[src/rtl/flag_pkg.sv]
// Shared definitions for flag_player: move encodings, player FSM states,
// flag game state constants and the fixed autoplay script.
package flag_pkg;

    localparam logic [1:0] MOVE_IDLE    = 2'b00;
    localparam logic [1:0] MOVE_SECURE  = 2'b01;
    localparam logic [1:0] MOVE_RISK    = 2'b10;
    localparam logic [1:0] MOVE_ILLEGAL = 2'b11;

    typedef enum logic [1:0] {
        P_IDLE    = 2'd0,
        P_DRIVE   = 2'd1,
        P_CHECK   = 2'd2,
        P_RECOVER = 2'd3
    } player_state_e;

    localparam logic [2:0] FLAG_S0   = 3'd0;
    localparam logic [2:0] FLAG_S1   = 3'd1;
    localparam logic [2:0] FLAG_S2   = 3'd2;
    localparam logic [2:0] FLAG_S3   = 3'd3;
    localparam logic [2:0] FLAG_S4   = 3'd4;
    localparam logic [2:0] FLAG_LOSS = 3'd5;

    // Entry 0 sits in the least significant bits.
    localparam int         SCRIPT_LEN      = 5;
    localparam logic [2:0] SCRIPT_LAST     = 3'(SCRIPT_LEN - 1);
    localparam logic [9:0] AUTOPLAY_SCRIPT = {MOVE_SECURE, MOVE_SECURE, MOVE_SECURE,
                                              MOVE_RISK, MOVE_SECURE};

    function automatic logic [1:0] script_move(input logic [2:0] idx);
        logic [1:0] m;
        case (idx)
            3'd0:    m = AUTOPLAY_SCRIPT[1:0];
            3'd1:    m = AUTOPLAY_SCRIPT[3:2];
            3'd2:    m = AUTOPLAY_SCRIPT[5:4];
            3'd3:    m = AUTOPLAY_SCRIPT[7:6];
            3'd4:    m = AUTOPLAY_SCRIPT[9:8];
            default: m = MOVE_IDLE;
        endcase
        return m;
    endfunction

endpackage

[src/rtl/flag_player_sat_counter.sv]
// Saturating up-counter with synchronous clear; holds at all-ones.
module sat_counter #(
    parameter int WIDTH = 8
) (
    input  logic             clk,
    input  logic             clr,
    input  logic             inc,
    output logic [WIDTH-1:0] count
);

    logic [WIDTH-1:0] count_q, count_d;

    always_comb begin
        count_d = count_q;
        if (inc && (count_q != '1)) begin
            count_d = count_q + WIDTH'(1);
        end
    end

    always_ff @(posedge clk) begin
        if (clr) begin
            count_q <= '0;
        end else begin
            count_q <= count_d;
        end
    end

    assign count = count_q;

endmodule

[src/rtl/flag_player.sv]
// Move transmitter for the flag game FSM with saturating win/loss tallies.
// Optional scripted autoplay is enabled by defining FLAG_AUTOPLAY_EN.
module flag_player
    import flag_pkg::*;
#(
    parameter int CNT_W       = 8,
    parameter int RECOVER_CYC = 1
) (
    input  logic             clk,
    input  logic             reset_n,
    input  logic             cmd_valid,
    input  logic [1:0]       cmd_move,
    output logic             cmd_ready,
    output logic             secure,
    output logic             risk,
    input  logic             Win,
    input  logic             Loss,
    output logic             win_pulse,
    output logic             loss_pulse,
    output logic             cmd_err,
    output logic [CNT_W-1:0] win_cnt,
    output logic [CNT_W-1:0] loss_cnt,
`ifdef FLAG_AUTOPLAY_EN
    input  logic             auto_start,
`endif
    output logic [1:0]       dbg_state
);

    localparam int               REC_W   = $clog2(RECOVER_CYC + 1);
    localparam logic [REC_W-1:0] REC_MAX = REC_W'(RECOVER_CYC);

    player_state_e    state_q, state_d;
    logic             secure_q, secure_d;
    logic             risk_q, risk_d;
    logic             err_q, err_d;
    logic             win_seen_q, win_seen_d;
    logic [REC_W-1:0] rec_cnt_q, rec_cnt_d;
    logic             load_en;
    logic [1:0]       load_move;
    logic             script_busy;

`ifdef FLAG_AUTOPLAY_EN
    logic       script_run_q, script_run_d;
    logic [2:0] script_idx_q, script_idx_d;

    assign script_busy = script_run_q | auto_start;
`else
    assign script_busy = 1'b0;
`endif

    // A command is only taken when it will actually be played: no pending
    // loss to recover from and no script owning the move lines.
    assign cmd_ready = (state_q == P_IDLE) && !Loss && !script_busy;

    always_comb begin
        state_d    = state_q;
        secure_d   = 1'b0;
        risk_d     = 1'b0;
        err_d      = 1'b0;
        win_seen_d = win_seen_q;
        rec_cnt_d  = '0;
        load_en    = 1'b0;
        load_move  = MOVE_IDLE;
`ifdef FLAG_AUTOPLAY_EN
        script_run_d = script_run_q;
        script_idx_d = script_idx_q;
`endif
        case (state_q)
            P_IDLE: begin
                if (Loss) begin
                    state_d = P_RECOVER;
                end
`ifdef FLAG_AUTOPLAY_EN
                else if (script_run_q) begin
                    load_en   = 1'b1;
                    load_move = script_move(script_idx_q);
                end else if (auto_start) begin
                    load_en      = 1'b1;
                    load_move    = script_move(3'd0);
                    script_run_d = 1'b1;
                    script_idx_d = 3'd0;
                end
`endif
                else if (cmd_valid) begin
                    load_en   = 1'b1;
                    load_move = cmd_move;
                end
            end
            P_DRIVE: begin
                win_seen_d = Win;
                state_d    = P_CHECK;
            end
            P_CHECK: begin
                state_d = Loss ? P_RECOVER : P_IDLE;
`ifdef FLAG_AUTOPLAY_EN
                if (script_run_q && !Loss) begin
                    if (script_idx_q == SCRIPT_LAST) begin
                        script_run_d = 1'b0;
                    end else begin
                        script_idx_d = script_idx_q + 3'd1;
                    end
                end
`endif
            end
            P_RECOVER: begin
`ifdef FLAG_AUTOPLAY_EN
                script_run_d = 1'b0;
`endif
                rec_cnt_d = rec_cnt_q;
                if (rec_cnt_q != REC_MAX) begin
                    rec_cnt_d = rec_cnt_q + REC_W'(1);
                end
                if ((rec_cnt_q == REC_MAX) && !Loss) begin
                    state_d = P_IDLE;
                end
            end
            default: state_d = P_IDLE;
        endcase

        if (load_en) begin
            state_d  = P_DRIVE;
            secure_d = (load_move == MOVE_SECURE);
            risk_d   = (load_move == MOVE_RISK);
            err_d    = (load_move == MOVE_ILLEGAL);
        end
    end

    always_ff @(posedge clk) begin
        if (!reset_n) begin
            state_q    <= P_IDLE;
            secure_q   <= 1'b0;
            risk_q     <= 1'b0;
            err_q      <= 1'b0;
            win_seen_q <= 1'b0;
            rec_cnt_q  <= '0;
        end else begin
            state_q    <= state_d;
            secure_q   <= secure_d;
            risk_q     <= risk_d;
            err_q      <= err_d;
            win_seen_q <= win_seen_d;
            rec_cnt_q  <= rec_cnt_d;
        end
    end

`ifdef FLAG_AUTOPLAY_EN
    always_ff @(posedge clk) begin
        if (!reset_n) begin
            script_run_q <= 1'b0;
            script_idx_q <= 3'd0;
        end else begin
            script_run_q <= script_run_d;
            script_idx_q <= script_idx_d;
        end
    end
`endif

    assign secure     = secure_q;
    assign risk       = risk_q;
    assign cmd_err    = (state_q == P_DRIVE) && err_q;
    assign win_pulse  = (state_q == P_CHECK) && win_seen_q;
    assign loss_pulse = (state_q == P_CHECK) && Loss;
    assign dbg_state  = state_q;

    logic cnt_clr;
    assign cnt_clr = !reset_n;

    sat_counter #(.WIDTH(CNT_W)) u_win_cnt (
        .clk   (clk),
        .clr   (cnt_clr),
        .inc   (win_pulse),
        .count (win_cnt)
    );

    sat_counter #(.WIDTH(CNT_W)) u_loss_cnt (
        .clk   (clk),
        .clr   (cnt_clr),
        .inc   (loss_pulse),
        .count (loss_cnt)
    );

endmodule

[config.mk]
export PLATFORM = sky130hd
export DESIGN_NAME = flag_player
export DESIGN_NICKNAME = d
export VERILOG_FILES = /design/src/rtl/flag_pkg.sv /design/src/rtl/flag_player_sat_counter.sv /design/src/rtl/flag_player.sv
export SDC_FILE = /design/constraint.sdc
export NUM_CORES = 1
export LEC_CHECK = 0
export ABC_AREA = 1
export BUFFER_PORTS_ARGS = -buffer_cell sky130_fd_sc_hd__buf_2
export CAP_MARGIN = 20
export CELL_PAD_IN_SITES_DETAIL_PLACEMENT = 1
export CELL_PAD_IN_SITES_GLOBAL_PLACEMENT = 1
export CORE_UTILIZATION = 35
export CTS_CLUSTER_DIAMETER = 30
export CTS_CLUSTER_SIZE = 25
export DETAILED_ROUTE_END_ITERATION = 8
export GPL_TIMING_DRIVEN = 0
export MAX_ROUTING_LAYER = met4
export PLACE_DENSITY = 0.88
export SKIP_LAST_GASP = 1
export SLEW_MARGIN = 20
export SYNTH_ARGS = -nofsm -noshare
export SYNTH_HDL_FRONTEND = slang
export SYNTH_SLANG_ARGS = --single-unit
[constraint.sdc]
create_clock -name clk -period 1.6 [get_ports clk]
set_clock_uncertainty 0.2 [all_clocks]
set_input_delay 0.08 -clock clk [delete_from_list [all_inputs] [get_ports clk]]
set_output_delay 0.08 -clock clk [all_outputs]
set_load 0.02 [all_outputs]
==> flow_metrics.env <==
export IMPL_status="finished, final reports clean"
export IMPL_synth_seq_cells=23
export IMPL_total_power_mw=1.03
export IMPL_dp_hpwl_um=2180
export IMPL_hold_start="cmd_move[0]"
export IMPL_clkLatencyLatePin_ns=0.32
export IMPL_cts_root_buf="clkbuf_4"
export IMPL_period_minus_slack_ns=1.53
export IMPL_mostFrequentLayoutCells="nand2_1, buf_2, nor2_1"
export IMPL_layout_setup_ws_ns=0.0726
export IMPL_finalInstanceArea_sq_mm=0.00155
export IMPL_fin_nets=220
export IMPL_drv_cap=0
export IMPL_clock_power_share_pct=28.1
export IMPL_routed_via_count=1234
export IMPL_die_area_sq_mm=0.00351
export IMPL_fin_cells=254
export IMPL_drt_pass1_iterations=3
export IMPL_initial_core_util_pct=37.3
export IMPL_vdd_drop_max_mv=0.525
export IMPL_power_density_mw_per_mm2=666
export IMPL_finalHoldViolations=0
export IMPL_synth_area_sq_mm=0.00115
export IMPL_dp_slack_ns=-0.0382
export IMPL_drt_drc_violations_left=0
export IMPL_ys_types=26
export IMPL_ios=31
export IMPL_numCtsBuffers=3
export IMPL_diodes=0
export IMPL_grt_pass1_vias=1257
export IMPL_critPathLaunchType="flip-flop"
export IMPL_worst_pin_slew_ns=0.533
export IMPL_drive_gt1_share_pct=32.4
export IMPL_dieWidth_um=59.3
export IMPL_ys_warn_count=0
export IMPL_max_freq_mhz=655
export IMPL_rows=20
export IMPL_crit_start="dbg_state[1]"
export IMPL_vias_per_cell=4.86
export IMPL_grt_max_degree=15
export IMPL_clockBufferDepth=2
export IMPL_tns_ns=0
export IMPL_place_gp_congestion=0.824
export IMPL_combPwrFrac_pct=13.9
export IMPL_final_common_cell="nand2_1"
export IMPL_grt_overflow=0
export IMPL_die_h_um=59.3
export IMPL_grt_antenna_before_repair=0
export IMPL_path_max_fanout=8
export IMPL_critPathKind="flip-flop to output port"
export IMPL_cts_sinks=23
export IMPL_hold_class="primary input to flip-flop"
export IMPL_worstPathRequired_ns=1.32
export IMPL_seqPwrFrac_pct=58.1
export IMPL_netSwitchingPower_mw=0.297
export IMPL_htree_levels=1
export IMPL_critPathCaptureType="output port"
export IMPL_cts_tree="yes"
export IMPL_fin_util_pct=50.4
export IMPL_seq_area_frac_synth_pct=40.1
export IMPL_reg2reg_from="u_win_cnt.count[0]"
export IMPL_p_int_mw=0.737
export IMPL_syn_nets=177
export IMPL_arrival_ns=1.25
export IMPL_wl_per_cell_um=13.4
export IMPL_first_iter_violations=22
export IMPL_track_usage_pct=20.2
export IMPL_fin_crit_sh_pct=95.5
export IMPL_port_buffers=29
export IMPL_finalSetupViolCount=0
export IMPL_core_sq_mm=0.00308
export IMPL_leakage_nw=0.689
export IMPL_routed_wl_um=3410
export IMPL_dp_cells=241
export IMPL_switching_share_pct=28.7
export IMPL_syn_to_final_growth_pct=35.1
export IMPL_rsz0062_at_grt="yes"
export IMPL_drtAntennaViolNets=0
export IMPL_whs_ns=0.249
export IMPL_relSlewSlack_pct=64.5
export IMPL_cts_clk_slew_worst_paths_ns=0.14
export IMPL_grt_pass1_wl_um=5290
export IMPL_synthCells=168
export IMPL_slew_viol_final=0
export IMPL_avgSynthCellArea_sq_um=6.84
export IMPL_dpl_cell_area_sq_mm=0.00135
-- final timing paths --
kind	endpoint	slack, ns	depth (start not counted)
setup / recovery	cmd_err	0.07	3
hold / removal	risk	0.25	3
setup reg to reg	u_win_cnt.count[4]	0.09	8
hold reg to reg	dbg_state[1]	0.27	1
-- per-layer routing --
metal | global-route usage [%] | share of wire (%) | vias to the layer above
li1 | - | - | 619
met1 | 23.1 | 44 | 580
met2 | 35.5 | 51 | 28
met3 | 2.40 | 2.8 | 7
met4 | 8.50 | 1.6 | 0
met5 | - | 0 | -
-- cell usage after synthesis --
cell	instances	area share [%]
buf_2	1	0.44
nor2_1	29	9.5
inv_1	18	5.9
nand2_1	40	13
nand2_2	1	0.55
o211ai_1	1	0.65
a21oi_2	1	0.76
nor2_4	1	0.98
inv_4	1	0.55
nand3b_1	1	0.65
o21ai_0	1	0.44
clkbuf_1	1	0.33
nor3_1	5	2.2
o21ai_1	2	0.87
inv_2	2	0.65
nand3_1	15	6.5
ha_1	2	2.2
dfxtp_1	23	40
or2_2	1	0.55
a21oi_1	10	4.4
buf_6	2	2.0
nand4_1	1	0.55
a31oi_1	3	1.6
nand3_2	3	2.6
nand2_4	1	0.98
nor2_2	2	1.1
-- power groups by stage --
stage               clock network, mW  logic, mW  registers [mW]
finish                          0.290      0.143           0.600
global route                    0.316      0.156           0.602
CTS                             0.291      0.122           0.601
detailed placement                  0      0.109           0.614
global placement                    0      0.106           0.613
floorplan                           0     0.0628           0.622
-- logic make-up after synthesis --
group                      after synthesis  synth area share [%]
and+or+nand+nor                        100                  39.2
buffers and inverters                   25                  9.80
DFF                                     23                  40.1
AOI/OAI and AO/OA                       18                  8.71
adders and majority gates                2                  2.18
-- repair_timing --
item,in CTS,in global routing
hold buffers,6,0
hold endpoints to repair,14,0
endpoints found under the setup margin,8,17
setup buffers,0,3
gates resized for setup,5,24
pin swaps,0,1
-- final cells by class --
class | instances | area [sq um]
Tap cell | 44 | 55.1
Sequential cell | 23 | 479
Multi-Input combinational cell | 120 | 629
Buffer | 4 | 37.5
Timing Repair Buffer | 38 | 236
Clock buffer | 3 | 22.5
Inverter | 21 | 83.8
Clock inverter | 1 | 7.51
Fill cell | 416 | 1530
-- sequential cells by signal (all words and copies together) (netlist names) --
signal and count:
u_loss_cnt.count 8, rec_cnt_q 1, secure 1, err_q 1, u_win_cnt.count 8, risk 1, dbg_state 2, win_seen_q 1
-- critical path: stages, from the launching register on --
cell and delay [ns]:
dfxtp_4 0.41, or2_4 0.28, nor2_4 0.11, buf_6 0.12
No activity file was read; power rests on OpenSTA's default activity.
